File: config.mk
export PLATFORM = sky130hd
export DESIGN_NAME = ucsbece154a_halt_detect
export DESIGN_NICKNAME = d
export VERILOG_FILES = /design/src/rtl/ucsbece154a_check_pkg.sv /design/src/rtl/ucsbece154a_halt_detect.sv
export SDC_FILE = /design/constraint.sdc
export NUM_CORES = 1
export LEC_CHECK = 0
export ABC_AREA = 1
export BUFFER_PORTS_ARGS = -buffer_cell sky130_fd_sc_hd__buf_2
export CAP_MARGIN = 10
export CORE_ASPECT_RATIO = 0.6
export CORE_UTILIZATION = 48
export DETAILED_ROUTE_END_ITERATION = 8
export GPL_TIMING_DRIVEN = 0
export PLACE_DENSITY = 0.81
export SETUP_SLACK_MARGIN = 0.2
export SLEW_MARGIN = 20
export SYNTH_ARGS = -nofsm -noshare
export SYNTH_HDL_FRONTEND = slang
export SYNTH_SLANG_ARGS = --single-unit
File: constraint.sdc
create_clock -name clk -period 1 [get_ports clk]
set_input_delay 0.05 -clock clk [delete_from_list [all_inputs] [get_ports clk]]
set_output_delay 0.05 -clock clk [all_outputs]
set_load 0.03 [all_outputs]
File: src/rtl/ucsbece154a_check_pkg.sv
// ucsbece154a_check_pkg
// Shared definitions for the run-and-check harness:
//   - FSM state encoding (RUN, CHECK, DONE)
//   - width helpers (clog2 with a minimum of one bit)
//   - default compared-value width
package ucsbece154a_check_pkg;

  localparam int DEFAULT_DATA_W = 32;

  typedef logic [1:0] state_t;
  localparam logic [1:0] ST_RUN   = 2'd0;
  localparam logic [1:0] ST_CHECK = 2'd1;
  localparam logic [1:0] ST_DONE  = 2'd2;

  function automatic int clog2_min1(input int v);
    int r;
    r = $clog2(v);
    return (r < 1) ? 1 : r;
  endfunction

  // Index into the check table.
  function automatic int idx_width(input int num_checks);
    return clog2_min1(num_checks);
  endfunction

  // Cycle counter must be able to hold MAX_CYCLES itself.
  function automatic int cnt_width(input int max_cycles);
    return clog2_min1(max_cycles + 1);
  endfunction

  // Fail counter must be able to hold NUM_CHECKS itself.
  function automatic int fc_width(input int num_checks);
    return clog2_min1(num_checks + 1);
  endfunction

endpackage

File: src/rtl/ucsbece154a_halt_detect.sv
// ucsbece154a_halt_detect
// Detects a program halt as a PC that stays unchanged for HALT_CYCLES
// consecutive cycles (e.g. a "j ." self-loop).
// Ports:
//   clk, reset : clock, synchronous active-high reset
//   en         : 1 while the harness is in RUN; state holds otherwise
//   pc_i       : PC of the core under test
//   halted     : combinational; 1 when this cycle's edge brings the
//                repeat counter up to HALT_CYCLES
module ucsbece154a_halt_detect
  import ucsbece154a_check_pkg::*;
#(
  parameter int HALT_CYCLES = 2,
  localparam int HC_W = clog2_min1(HALT_CYCLES + 1)
) (
  input  logic        clk,
  input  logic        reset,
  input  logic        en,
  input  logic [31:0] pc_i,
  output logic        halted
);

  localparam logic [HC_W-1:0] HC_MAX = HC_W'(HALT_CYCLES);

  logic [31:0]     prev_pc_r;
  logic            valid_r;    // prev_pc_r holds a real PC (not the reset value)
  logic [HC_W-1:0] cnt_r;
  logic [HC_W-1:0] cnt_next_s;
  logic            repeat_s;

  // Next repeat count (saturating) and halt decision.
  always_comb begin
    repeat_s = valid_r && (pc_i == prev_pc_r);
    if (repeat_s) begin
      if (cnt_r == HC_MAX) begin
        cnt_next_s = cnt_r;
      end else begin
        cnt_next_s = cnt_r + HC_W'(1);
      end
    end else begin
      cnt_next_s = '0;
    end
    halted = en && (cnt_next_s == HC_MAX);
  end

  // PC history and repeat counter; frozen outside RUN.
  always_ff @(posedge clk) begin
    if (reset) begin
      prev_pc_r <= 32'd0;
      valid_r   <= 1'b0;
      cnt_r     <= '0;
    end else if (en) begin
      prev_pc_r <= pc_i;
      valid_r   <= 1'b1;
      cnt_r     <= cnt_next_s;
    end
  end

endmodule

# == Word-level counts from Yosys, hierarchy flattened ==
# Cells that the tools add are included.
# op_classes
reduce_logical,2
n_eq_ne,3
n_mux,2
addsub,1
# ops
cell,n
== test 32 bit,1
== test 2 bit (second input constant),2
2-to-1 mux 2 bit,2
adder 2 x 1 -> 2 bit (second input constant),1
logical AND 1 bit,2
# word_totals
out_inout_bits,1
regBits,35
wordCells,11
input_bits,35

# == Longest topological paths before layout ==
# Gate-level depths: netlist (run 1).
# logic_depth
word_depth,5
mapped_depth,10
ltp_nobuf,10

# == Worst setup path after synthesis (run 1) ==
# No wires, ideal clock.
# synth_timing
path_kind,register to output
startpoint,register prev_pc_r[14]
endpoint,output halted
path_buffers,0
required_ns,0.950
arrival_ns,1.334
path_stages_with_launch,11
setup_slack_ns,-0.384
cell_sequence,dfxtp_1 inv_1 nand2_1 nand2_1 nor2_1 nand2_1 nor2_1 nand2_1 nor2_2 nand3_1 nor2_1
# synth_between
elab_chain_len,5
# synth_lines
element,line_no,rtl
from (decl),ucsbece154a_halt_detect.sv:25,logic [31:0] prev_pc_r;
from (signal assigned),ucsbece154a_halt_detect.sv:53,prev_pc_r <= pc_i;
== test 32 bit,ucsbece154a_halt_detect.sv:33,repeat_s = valid_r && (pc_i == prev_pc_r);
logical AND 1 bit,ucsbece154a_halt_detect.sv:33,
2-to-1 mux 2 bit,ucsbece154a_halt_detect.sv:34,if (repeat_s) begin
== test 2 bit,ucsbece154a_halt_detect.sv:43,halted = en && (cnt_next_s == HC_MAX);
logical AND 1 bit,ucsbece154a_halt_detect.sv:43,
to (decl),ucsbece154a_halt_detect.sv:20,output logic halted
# Every way passes these cells.

# == Worst setup path in the final report (run 1) ==
# Same ends and word-level chain as after synthesis.

==> results of run 1 <==
-- registers in the layout, indices dropped and copies added (netlist names) --
signal,flops
prev_pc_r,32
valid_r,1
cnt_r,2
-- power groups by stage --
stage	registers, uW	logic, uW	clock network (uW)
floorplan	1560	316	0
global placement	1570	462	0
detailed placement	1570	473	0
CTS	1540	493	1370
global route	1550	580	1460
finish	1540	519	1360
-- metrics by stage --
stage                     TNS [ns]  hold WS (ns)  cells  total power (uW)  worst slack [ns]
after floorplan             -0.330         0.192    264              1870            -0.179
after global placement       -1.45         0.325    342              2030            -0.401
after detailed placement     -2.35         0.329    342              2040            -0.421
after CTS                    -1.77       0.00767    358              3400            -0.681
after global routing         -2.25        0.0115    359              3590            -0.798
final                        -2.03        0.0181    359              3420            -0.738
-- layout by cell type, fill, tap and decap left out --
master / n
sky130_fd_sc_hd__nor2_2: 3
sky130_fd_sc_hd__clkbuf_8: 6
sky130_fd_sc_hd__inv_2: 4
sky130_fd_sc_hd__nand2_1: 69
sky130_fd_sc_hd__a21oi_1: 8
sky130_fd_sc_hd__a21oi_2: 3
sky130_fd_sc_hd__buf_6: 7
sky130_fd_sc_hd__nand3_4: 1
sky130_fd_sc_hd__o21ai_0: 3
sky130_fd_sc_hd__bufinv_16: 1
sky130_fd_sc_hd__inv_1: 34
sky130_fd_sc_hd__o21ai_1: 1
sky130_fd_sc_hd__nand3_1: 2
sky130_fd_sc_hd__nor2_4: 2
sky130_fd_sc_hd__nor2_1: 42
sky130_fd_sc_hd__clkinv_1: 1
sky130_fd_sc_hd__clkbuf_1: 5
sky130_fd_sc_hd__ha_1: 1
sky130_fd_sc_hd__nand3_2: 2
sky130_fd_sc_hd__clkinv_2: 1
sky130_fd_sc_hd__or2_4: 1
sky130_fd_sc_hd__dfxtp_2: 13
sky130_fd_sc_hd__nand2_2: 5
sky130_fd_sc_hd__o21ai_2: 1
sky130_fd_sc_hd__a211oi_1: 23
sky130_fd_sc_hd__buf_4: 4
sky130_fd_sc_hd__buf_2: 34
sky130_fd_sc_hd__dfxtp_1: 22
sky130_fd_sc_hd__a211oi_2: 1
sky130_fd_sc_hd__o22ai_1: 3
sky130_fd_sc_hd__xnor2_1: 7
sky130_fd_sc_hd__nand4_1: 1
sky130_fd_sc_hd__clkbuf_2: 3
-- worst paths after layout --
| kind | startpoint | end | slack (ns) | cells past startpoint |
|---|---|---|---|---|
| max reg2reg | prev_pc_r[14] | cnt_r[0] | -0.70 | 15 |
| max | prev_pc_r[14] | halted | -0.74 | 11 |
| min | pc_i[27] | prev_pc_r[27] | 0.02 | 3 |
| min reg2reg | cnt_r[1] | cnt_r[1] | 0.47 | 2 |
-- metal layers --
layer,GRT usage,vias up,share of wire
li1,-,924,-
met1,0.364,761,0.48
met2,0.356,75,0.41
met3,0.0925,9,0.086
met4,0.0744,0,0.020
met5,0,-,0
-- layout make-up --
class | count | area [um^2]
Clock buffer | 6 | 82.6
Timing Repair Buffer | 42 | 262
Sequential cell | 35 | 717
Inverter | 39 | 146
Tap cell | 45 | 56.3
Buffer | 11 | 51.3
Multi-Input combinational cell | 179 | 925
Fill cell | 294 | 1090
Clock inverter | 2 | 35.0
-- cells by family (layout without fill, tap and decap cells) --
family / after synthesis / after routing / share of synthesized area
and+or+nand+nor: 128 / 128 / 0.284
buffers and inverters: 50 / 100 / 0.111
AOI/OAI and AO/OA: 43 / 43 / 0.162
DFF: 35 / 35 / 0.401
xor gates and xnor gates: 7 / 7 / 0.0351
adders and majority gates: 1 / 1 / 0.00716
-- worst max-delay path: stages (launching register included) --
cell	delay, ns
sky130_fd_sc_hd__dfxtp_2	0.34
sky130_fd_sc_hd__inv_1	0.04
sky130_fd_sc_hd__nand2_1	0.05
sky130_fd_sc_hd__nand2_1	0.05
sky130_fd_sc_hd__nor2_1	0.11
sky130_fd_sc_hd__nand2_1	0.09
sky130_fd_sc_hd__nor2_1	0.12
sky130_fd_sc_hd__nand2_1	0.08
sky130_fd_sc_hd__nor2_2	0.13
sky130_fd_sc_hd__nand3_2	0.13
sky130_fd_sc_hd__nor2_4	0.12
sky130_fd_sc_hd__buf_6	0.14
-- repair_timing --
item                                    4_1_cts  5_1_grt
pin swaps                                    11       18
gates resized for setup                      16       21
buffers inserted                              8        1
endpoints found under the setup margin        3       25
hold buffers                                  0        0
==> impl_summary.md, run 1 <==
Logic synthesis
The number of nets handed over by synthesis was 300. The count of flip-flops with a built-in enable after synthesis is 0. After synthesis, the share of flip-flops with an asynchronous set or reset is 0. The most used flip-flop cell after synthesis is sky130_fd_sc_hd__dfxtp_1.

The area of the mapped netlist is 0.00175 mm^2. For this run, the number of Yosys warnings is 0. The total of flip-flops plus latches after synthesis is 35. The average cell area after synthesis is 6.62 um^2.

The share of synthesized area in the top cell type comes to 0.401. The number of distinct library cell variants in the gate-level netlist after synthesis is 19. The gate count of the mapped netlist is roughly 260. sky130_fd_sc_hd__nand2_1 is the most common cell in the netlist. After synthesis, the cell types taking the most area are sky130_fd_sc_hd__dfxtp_1 40%, sky130_fd_sc_hd__nand2_1 16%, sky130_fd_sc_hd__a211oi_1 10%.

The share of the Yosys chip area taken by registers is 0.401. Ranked by instance count, the synthesized netlist is headed by 74 x sky130_fd_sc_hd__nand2_1, 45 x sky130_fd_sc_hd__nor2_1, 38 x sky130_fd_sc_hd__inv_1. The cell accounting for the most synthesized area is sky130_fd_sc_hd__dfxtp_1.

STA
The number of pins exceeding their max-slew limit in the final report is 0. Of the available clock period, the critical path in the final layout requires 1.74. Setup repair after global routing could not meet its margin everywhere.

The worst clock skew is 0.00887 ns. The max-slew headroom at the worst pin is 0.647. The maximum clock frequency is 0.575 GHz. The final worst slack is -0.738 ns. The final number of hold-violating endpoints came to 0. The actual slew at the worst max-slew pin is 0.530 ns.

The worst path in the final design needs a cycle of 1.74 ns, including I/O delays and setup. The final-report setup violation count is 3.

Run
Max-cap violations in this run came to 0.

Floorplanning
The die boundary height is 48.7 um. The starting density of the core is 0.520. The die span in x is between 70 and 80 um. The total core area is 0.00336 mm^2. The die footprint is 0.00389 mm^2.

After floorplanning, the core was divided into 16 placement rows. The number of ports placed on the die boundary is 36.

Clocking
The CTS tree is done. The number of clock buffers inserted by TritonCTS is 5. The cell sitting at the root of the clock tree is a sky130_fd_sc_hd__clkbuf_8. For the worst-skew pair, the clock arrives at the later sink with an insertion delay of 0.30 ns. Counting every sink on the clock net gives 35. The maximum buffer depth of the clock tree is 2. The H-tree depth is 2.

After clock tree synthesis, the clock-pin slew on the worst setup and hold paths is 0.07 ns.

Route
The number of detailed-route iterations in the first pass is 4. The final routed wirelength across all metal layers is 4.56 mm. The routed layout has roughly 1800 vias.

The count of nets left with antenna violations once routing finished came out at 0. In the final routed layout, each cell accounts on average for 12.7 um. The routed via count divided by cell count is 4.93. The number of DRC markers after the initial detailed-route iteration is 134.

After detailed routing, the number of remaining DRC violations is 0.

Power and ir drop
Of the total power, the share spent switching nets is 0.266. The design internal power is 2510 uW. Of the total power, the clock network draws 0.398. Across the VDD grid, the largest voltage drop is 0.000939 V. The proportion of power drawn by combinational gates is 0.152. For this design the static power due to leakage is 0.00104 uW.

For this design the ratio of total power to cell area is 1500 mW/mm^2. The share of total power dissipated in sequential elements is 0.450. For this design the total switching power over the nets is between 900 and 1000 uW.

GRT
The first-pass GRT wire length is 7.16 mm. The maximum number of pins on one net before global-route repair is 12. The global-route usage over all layers is 0.255. The initial antenna violation count is 0. For this run the aggregate overflow at the end of global routing stands at 0. The via count of the first global-routing pass was 1518.

Run status
The run finished, with violations left. The final reports fail on setup timing.

Finish
The final antenna diode count is 0. After routing the design area is 0.00227 mm^2. In the final layout, the share of cells above drive strength 1 is 0.293. For this run, the post-layout net count is between 300 and 400.

The share of the core filled with cells in the final layout is 0.676. From synthesis to final layout, the design area changed by 30.1%.

Place
Once placement finished, the instance area stood at 0.00200 mm^2. The final weighted congestion in routability-driven placement is 0.830. Input and output buffers added on the ports amount to 33. The half-perimeter wire length after detailed placement is 3.02 mm.

Worst setup path
The critical setup path kind is flip-flop to output port. Data arrives at the worst endpoint at 1.69 ns. The data required time at the worst endpoint is 0.95 ns. STA classifies the critical path endpoint as an output port. The critical path startpoint category is a flip-flop. Along the worst path, the maximum fanout reaches 3.

Hold path
The class of the tightest hold or removal check is input pin to flip-flop.
No activity file was read; power rests on OpenSTA's default activity.
==> inputs of run 2 (changes only) <==
Settings changed: CORE_UTILIZATION 48 to 54, PLACE_DENSITY 0.81 to 0.86.
Clock period 1 ns to 1.73 ns, I/O delays scaled along.
==> run 2 against run 1 <==
Effect of this change: the run now ends clean; worst setup slack better by 0.78 ns; combinational power is 47% lower; critical path depth is 1 lower; die area is 11% lower; first-iteration DRC count is 14% higher; cell area is 8.1% lower; highest routed layer unchanged.
==> impl_summary.md, run 2 (same netlist as run 1, synthesis figures left out) <==
Route
The number of DRC markers after the initial detailed-route iteration is 153 (was 134). The final routed wirelength across all metal layers is 4.06 mm (was 4.56 mm). The vias after detailed routing came to 1708 (was 1769). The number of routed nets with antenna violations was 0 (unchanged). The wire length per cell is 11.7 um (was 12.7 um). The DRC violations left is 0 (unchanged). The routed via count divided by cell count was 4.91 (was 4.93).

The number of detailed-route iterations in the first pass is 4 (unchanged).

Clocking
The H-tree depth is 2 (unchanged). The number of clock buffers inserted by TritonCTS was 5 (unchanged). The total number of clock tree sinks is 35 (unchanged).

The library cell used as clock root buffer was sky130_fd_sc_hd__clkbuf_8 (unchanged). The clock transition at the registers of the reported paths is 0.07 ns (about the same). The maximum buffer depth of the clock tree is 2 (unchanged). The clock latency at the later pin of the worst-skew pair is 0.29 ns (was 0.30 ns). The CTS tree is done (unchanged).

Floorplanning
The total core area is 0.00297 mm^2 (was 0.00336 mm^2). The die span in x is 75.5 um (was 79.9 um). The number of ports placed on the die boundary was 36 (unchanged). The number of cell rows is 15 (was 16). The starting density of the core came to 0.589 (was 0.520). The die boundary height is 46.1 um (was 48.7 um).

The die footprint is 0.00348 mm^2 (was 0.00389 mm^2).

Finish
The layout overhead on the synthesized area is 19.6% (was 30.1%). The final antenna diode count came to 0 (unchanged). The area occupied by multi-input gates is 861 um^2 (was 925 um^2).

The final-stage net count came to 342 (was 349). The most common library cell in the layout ignoring fill and taps is sky130_fd_sc_hd__nand2_1 (unchanged). The sequential cell area came to 713 um^2 (was 717 um^2). The share of the core filled with cells in the final layout is 0.705 (was 0.676). Top library cells by usage in the layout, fill and taps aside: 74 x sky130_fd_sc_hd__nand2_1, 44 x sky130_fd_sc_hd__nor2_1, 36 x sky130_fd_sc_hd__inv_1 (was 69 x sky130_fd_sc_hd__nand2_1, 42 x sky130_fd_sc_hd__nor2_1, 34 x sky130_fd_sc_hd__inv_1, 34 x sky130_fd_sc_hd__buf_2, 23 x sky130_fd_sc_hd__a211oi_1). The fraction of final layout cells with drive strength greater than 1 was 0.206 (was 0.293). The number of fillers in the final layout is 264 (was 294).

Largest regs: prev_pc_r (32), cnt_r (2), valid_r (1) (unchanged). The largest register by flop count is prev_pc_r (unchanged). The number of flip-flops under the largest register name is 32 (unchanged).

Worst setup path
The critical path startpoint category is a flip-flop (unchanged). The maximum net fanout on the critical path is 3 (unchanged). The critical setup path kind is flip-flop to output port (unchanged).

The endpoint class of the critical path was an output port (unchanged). The register-to-register path setup slack is 0.37 ns (was -0.70 ns). The capture point of the worst reg-to-reg path is cnt_r[1] (was cnt_r[0]). The critical path arrival is 1.60 ns (was 1.69 ns). The data required time at the worst endpoint is 1.64 ns (was 0.95 ns). The critical register-to-register path startpoint is prev_pc_r[8] (was prev_pc_r[14]). The number of cells on the worst reg-to-reg path is 10 (was 15).

GRT
The global-route congestion overflow total is 0 (unchanged). The via count of the first global-routing pass is 1428 (was 1518). The met1 routing resource usage after global routing came to 0.368 (was 0.364). The highest-utilization routing layer at the global route stage was met2 (was met1). The met3 layer usage reported by global route is 0.0591 (was 0.0925). The initial antenna violation count is 0 (unchanged).

The met2 track demand over resource in global routing is 0.370 (was 0.356). The maximum number of pins on one net before global-route repair was 11 (was 12). The first-pass GRT wire length is 6.27 mm (was 7.16 mm).

The global-route usage over all layers was 0.255 (about the same).

Place
The worst-case setup slack after placement is 0.302 ns (was -0.421 ns). The final weighted congestion in routability-driven placement was 0.795 (was 0.830). The number of port buffers is 33 (unchanged).

The half-perimeter wire length after detailed placement is 2.87 mm (was 3.02 mm).

Hold path
The depth of the worst hold-timing path is 3 (unchanged). The class of the tightest hold or removal check is input pin to flip-flop (unchanged). The terminating pin of the worst hold path is prev_pc_r[23] (was prev_pc_r[27]).

The start point of the worst hold path is pc_i[23] (was pc_i[27]).

Power and ir drop
The net switching share of the total power is 0.276 (was 0.266). The standby leakage power was 0.000967 uW (was 0.00104 uW). The design internal power was 1290 uW (was 2510 uW). The proportion of power drawn by the clock network is 0.344 (was 0.398). The post-route total power is 1780 uW (was 3420 uW). The ratio of total power to cell area is 850 mW/mm^2 (was 1500 mW/mm^2). The power spent charging and discharging nets was 490 uW (was 909 uW). The proportion of power drawn by combinational gates was 0.155 (was 0.152). The worst supply voltage drop on vdd came to 0.000554 V (was 0.000939 V).

The part of the total power dissipated in sequential elements is 0.501 (was 0.450).

STA
The final-report setup violation count is 0 (was 3). Setup repair after global routing missed its margin: true (unchanged). The final clock period utilization by the worst path is 0.977. The max-slew headroom at the worst pin is 0.635 (was 0.647). The final worst slack is 0.0392 ns (was -0.738 ns). For the finished layout, the period the worst path requires is between 1.5 and 2 ns. The worst hold slack across all endpoints was 0.0472 ns (was 0.0181 ns). The sum of negative setup slack came to 0 ns (was -2.03 ns).

Based on the critical path, the design can be clocked at up to 0.591 GHz. The worst clock skew is 0.00561 ns (was 0.00887 ns). The actual slew at the worst max-slew pin is 0.547 ns (was 0.530 ns). The final number of hold-violating endpoints is 0 (unchanged).

The number of pins exceeding their max-slew limit in the final report is 0 (unchanged).

Run
The max-capacitance violation count came to 0 (unchanged).

Run status
Result of the run: completed (was complete, but fails checks).
[run 2: cell count changes in the layout (fill, tap and decap cells not counted), moves of 3 or more]
cell                       previous run  this run
sky130_fd_sc_hd__buf_6                7         0
sky130_fd_sc_hd__clkbuf_1             5         8
sky130_fd_sc_hd__clkbuf_2             3         0
sky130_fd_sc_hd__dfxtp_1             22        25
sky130_fd_sc_hd__dfxtp_2             13        10
sky130_fd_sc_hd__nand2_1             69        74
sky130_fd_sc_hd__nand2_2              5         0
[run 2: power groups by stage]
stage          clock, uW  sequential, uW  combinational (uW)
2_1_floorplan          0             897                 181
5_1_grt              652             896                 311
3_5_place_dp           0             903                 269
3_3_place_gp           0             901                 262
4_1_cts              611             888                 272
6_report             610             890                 276
[run 2: layout make-up]
type | instances | area share
plain buffers | 11 | 0.0227
repair buffers | 35 | 0.0874
multi-input cells | 179 | 0.412
well taps | 42 | 0.0251
flip-flops and latches | 35 | 0.341
clock buffers | 6 | 0.0395
clock inverters | 1 | 0.00239
inverters | 39 | 0.0700
[run 2: critical path: stages (launching register included)]
cell and delay, ns:
sky130_fd_sc_hd__dfxtp_1 0.32, sky130_fd_sc_hd__nand2_1 0.06, sky130_fd_sc_hd__o21ai_0 0.07, sky130_fd_sc_hd__nor2_1 0.13
sky130_fd_sc_hd__nand2_1 0.09, sky130_fd_sc_hd__nor2_1 0.10, sky130_fd_sc_hd__nand2_1 0.08, sky130_fd_sc_hd__nor2_2 0.12
sky130_fd_sc_hd__nand3_2 0.09, sky130_fd_sc_hd__nor2_1 0.09, sky130_fd_sc_hd__buf_4 0.16
[run 2: worst max-delay path by stage]
stage / startpoint / to / slack (ns) / cells past startpoint
floorplan: prev_pc_r[14] / halted / 0.31 / 10
global placement: prev_pc_r[3] / halted / 0.33 / 11
detailed placement: prev_pc_r[0] / halted / 0.30 / 11
CTS: prev_pc_r[4] / halted / 0.04 / 11
global route: prev_pc_r[24] / halted / -0.07 / 11
finish: prev_pc_r[8] / halted / 0.04 / 10
[run 2: per-stage QoR]
| stage | std cells | area [um^2] |
|---|---|---|
| 6_report | 348 | 2090 |
| 5_1_grt | 348 | 2090 |
| 4_1_cts | 347 | 2080 |
| 3_5_place_dp | 339 | 1970 |
| 3_3_place_gp | 339 | 1970 |
| 2_1_floorplan | 264 | 1750 |
[run 2: per-layer routing]
metal  vias up  wire, um
met2        51      1580
met1       736      2130
met5         -         0
li1        913         -
met4         0        63
met3         8       283
[run 2: repair_timing]
action | in CTS | in global routing
setup buffers | 1 | 1
pin swaps | 8 | 4
gates resized for setup | 13 | 3
hold buffers | 0 | 0
setup endpoints to repair | 1 | 1
==> inputs of run 3 (changes only) <==
Settings changed: CTS_CLUSTER_DIAMETER from default to 80, REMOVE_ABC_BUFFERS from default to 1.
==> run 3 against run 2 <==
Effect of this change: the run now ends with setup timing left; hold slack better by 0.0084 ns; cell count is 3.2% lower; combinational power is 6% lower; routed wire length is 11% lower; sequential cell count stayed put; critical path type unchanged.
==> impl_summary.md, run 3 (same netlist as run 1, synthesis figures left out) <==
Run status
Result of the run: complete, but fails checks (was completed). The checks that failed: setup timing.

Worst setup path
The critical path startpoint category is a flip-flop (unchanged). The critical path arrival is 1.65 ns (was 1.60 ns). The critical register-to-register path startpoint is prev_pc_r[3] (was prev_pc_r[8]). The maximum net fanout on the critical path is 3 (unchanged). The endpoint class of the critical path is an output port (unchanged). The critical setup path kind was flip-flop to output port (unchanged). The peak per-stage delay on the critical path is 0.31 ns (was 0.32 ns). Among the stages of the critical path, the cell type that occurs most often is sky130_fd_sc_hd__nand2_1. The buffers plus inverters on the worst setup path is 2 (was 1). The data required time at the worst endpoint was 1.64 ns (about the same). The top cell family by delay on the critical path is simple AND/OR/NAND/NOR gates (unchanged). Critical path, cell by cell: inv_1 -> nand2_1 -> o21ai_1 -> nor2_1 -> nand2_1 -> nor2_1 -> nand2_1 -> nor2_2 -> nand3_2 -> nor2_2 -> buf_6 (was nand2_1 -> o21ai_0 -> nor2_1 -> nand2_1 -> nor2_1 -> nand2_1 -> nor2_2 -> nand3_2 -> nor2_1 -> buf_4). The launch point of the worst path is prev_pc_r[3] (was prev_pc_r[8]). The standard cell with the maximum stage delay on the critical path is sky130_fd_sc_hd__dfxtp_1 (unchanged).

Route
The routed via count divided by cell count is 4.85 (was 4.91). The number of DRC markers after the initial detailed-route iteration was 93 (was 153). The number of routed nets with antenna violations is 0 (unchanged). The final routed wirelength across all metal layers is 3.63 mm (was 4.06 mm).

The vias after detailed routing is 1635 (was 1708). The wire length per cell is 10.8 um (was 11.7 um). The DRC violations left is 0 (unchanged). The number of detailed-route iterations in the first pass is 4 (unchanged).

STA
The actual slew at the worst max-slew pin was 0.722 ns (was 0.547 ns). The final-report setup violation count came to 1 (was 0). The max-slew headroom at the worst pin is 0.519 (was 0.635). The number of pins exceeding their max-slew limit in the final report is 0 (unchanged). The sum of negative setup slack is -0.00341 ns (was 0 ns). The maximum clock frequency was 0.577 GHz (was 0.591 GHz). The final worst slack is -0.00341 ns (was 0.0392 ns). The post-layout minimum cycle time came to 1.73 ns (was 1.69 ns). The final clock period utilization by the worst path came to 1.00 (was 0.977). Setup repair after global routing missed its margin: true (unchanged). The final number of hold-violating endpoints is 0 (unchanged). The worst clock skew was 0.00613 ns (was 0.00561 ns).

Floorplanning
The die boundary height came to 46.1 um (unchanged). The total core area came to 0.00297 mm^2 (unchanged). The die footprint was 0.00348 mm^2 (unchanged). The number of cell rows is 15 (unchanged).

The number of ports placed on the die boundary came to 36 (unchanged). The starting density of the core is 0.589 (unchanged). The die span in x came to 75.5 um (unchanged).

Clocking
The total of hold buffers inserted after clock tree synthesis is 0 (unchanged). The H-tree depth was 2 (unchanged). The clock transition at the registers of the reported paths is 0.07 ns (about the same). The library cell used as clock root buffer is sky130_fd_sc_hd__clkbuf_8 (unchanged). The CTS tree is done (unchanged). The post-CTS setup repair buffer count is 0 (was 1). The maximum buffer depth of the clock tree came to 2 (unchanged).

The number of clock buffers inserted by TritonCTS is 5 (unchanged). The clock latency at the later pin of the worst-skew pair is 0.29 ns (about the same). The total number of clock tree sinks is 35 (unchanged).

Finish
The final non-filler cell area was 0.00205 mm^2 (was 0.00209 mm^2). The final antenna diode count is 0 (unchanged). The most common library cell in the layout ignoring fill and taps is sky130_fd_sc_hd__nand2_1 (unchanged). Largest regs: prev_pc_r (32), cnt_r (2), valid_r (1) (unchanged).

Top library cells by usage in the layout, fill and taps aside: 74 x sky130_fd_sc_hd__nand2_1, 44 x sky130_fd_sc_hd__nor2_1, 38 x sky130_fd_sc_hd__inv_1 (was 74 x sky130_fd_sc_hd__nand2_1, 44 x sky130_fd_sc_hd__nor2_1, 36 x sky130_fd_sc_hd__inv_1). The number of flip-flops under the largest register name was 32 (unchanged). The largest register by flop count is prev_pc_r (unchanged). The layout overhead on the synthesized area was 17.5% (was 19.6%). The fraction of final layout cells with drive strength greater than 1 is 0.183 (was 0.206). The final-stage net count came to 331 (was 342).

Place
The standard cell area after detailed placement is 0.00193 mm^2 (was 0.00197 mm^2). The half-perimeter wire length after detailed placement came to 2.51 mm (was 2.87 mm). The number of port buffers is 35 (was 33). The final weighted congestion in routability-driven placement was 0.762 (was 0.795).

GRT
The maximum number of pins on one net before global-route repair was 44 (was 11). The initial antenna violation count is 0 (unchanged). The global-route usage over all layers is 0.236 (was 0.255). The via count of the first global-routing pass came to 1421 (was 1428). The first-pass GRT wire length was 5.93 mm (was 6.27 mm). The global-route congestion overflow total is 0 (unchanged).

Power and ir drop
The ratio of total power to cell area is 907 mW/mm^2 (was 850 mW/mm^2). The power spent charging and discharging nets was 472 uW (was 490 uW). The standby leakage power was 0.000949 uW (was 0.000967 uW).

The proportion of power drawn by combinational gates is 0.140 (was 0.155). The design internal power is 1390 uW (was 1290 uW). The worst supply voltage drop on vdd is 0.000678 V (was 0.000554 V). The part of the total power dissipated in sequential elements came to 0.477 (was 0.501). The proportion of power drawn by the clock network is 0.383 (was 0.344). The net switching share of the total power is 0.253 (was 0.276).

Hold path
The class of the tightest hold or removal check is input pin to flip-flop (unchanged). The start point of the worst hold path was pc_i[27] (was pc_i[23]).

Run
The max-capacitance violation count came to 0 (unchanged).
-- run 3: cell count changes in the layout (fill, tap and decap cells not counted), sizes merged --
| cell | before | now |
|---|---|---|
| bufinv | 0 | 1 |
| clkinv | 2 | 1 |
| buf | 38 | 35 |
| clkbuf | 14 | 6 |
-- run 3: repair_timing --
| action | in CTS | in global routing |
|---|---|---|
| gates cloned | 0 | 0 |
| gates resized for setup | 8 | 4 |
| setup endpoints to repair | 19 | 1 |
-- run 3: worst register-to-register path, cell delays in order, from the launching register on --
cell and delay, ns:
sky130_fd_sc_hd__dfxtp_1 0.31, sky130_fd_sc_hd__inv_1 0.06, sky130_fd_sc_hd__nand2_1 0.05, sky130_fd_sc_hd__o21ai_1 0.07
sky130_fd_sc_hd__nor2_1 0.12, sky130_fd_sc_hd__nand2_1 0.08, sky130_fd_sc_hd__nor2_1 0.11, sky130_fd_sc_hd__nand2_1 0.08
sky130_fd_sc_hd__nor2_2 0.13, sky130_fd_sc_hd__nand3_2 0.11, sky130_fd_sc_hd__a21oi_2 0.12
-- run 3: path summary, 6_finish.rpt --
kind / to / slack, ns / depth (start not counted)
hold reg to reg: cnt_r[0] / 0.47 / 2
hold / removal: prev_pc_r[27] / 0.06 / 3
setup reg to reg: cnt_r[1] / 0.44 / 10
setup / recovery: halted / -0.003 / 11
-- run 3: cell type report --
type | instances | area, um^2
Timing Repair Buffer | 35 | 181
Sequential cell | 35 | 708
Fill cell | 274 | 912
Tap cell | 42 | 52.6
Multi-Input combinational cell | 179 | 861
Clock inverter | 1 | 30.0
Inverter | 39 | 148
Clock buffer | 6 | 72.6
-- run 3: metrics by stage --
step | hold WS [ns] | cells | worst slack (ns) | utilization | total power (uW)
final | 0.0555 | 337 | -0.00341 | 0.692 | 1860
after global routing | 0.0588 | 337 | -0.136 | 0.692 | 1960
after CTS | 0.0596 | 337 | 0.00886 | 0.689 | 1860
after detailed placement | 0.366 | 330 | -0.238 | 0.650 | 1160
after global placement | 0.362 | 330 | -0.190 | 0.650 | 1150
after floorplan | 0.149 | 253 | 0.310 | - | 1050
-- run 3: routing by layer --
metal,vias to the layer above,GRT usage,routed length (um)
li1,885,-,-
met1,699,0.311,1880
met2,44,0.359,1510
met3,7,0.0744,188
met4,0,0.100,57
met5,-,0,0
-- run 3: power groups by stage --
stage          Combinational, uW  Clock (uW)  Sequential (uW)
2_1_floorplan                155           0              897
3_3_place_gp                 249           0              901
5_1_grt                      302         763              893
3_5_place_dp                 257           0              903
6_report                     260         713              888
4_1_cts                      260         716              887
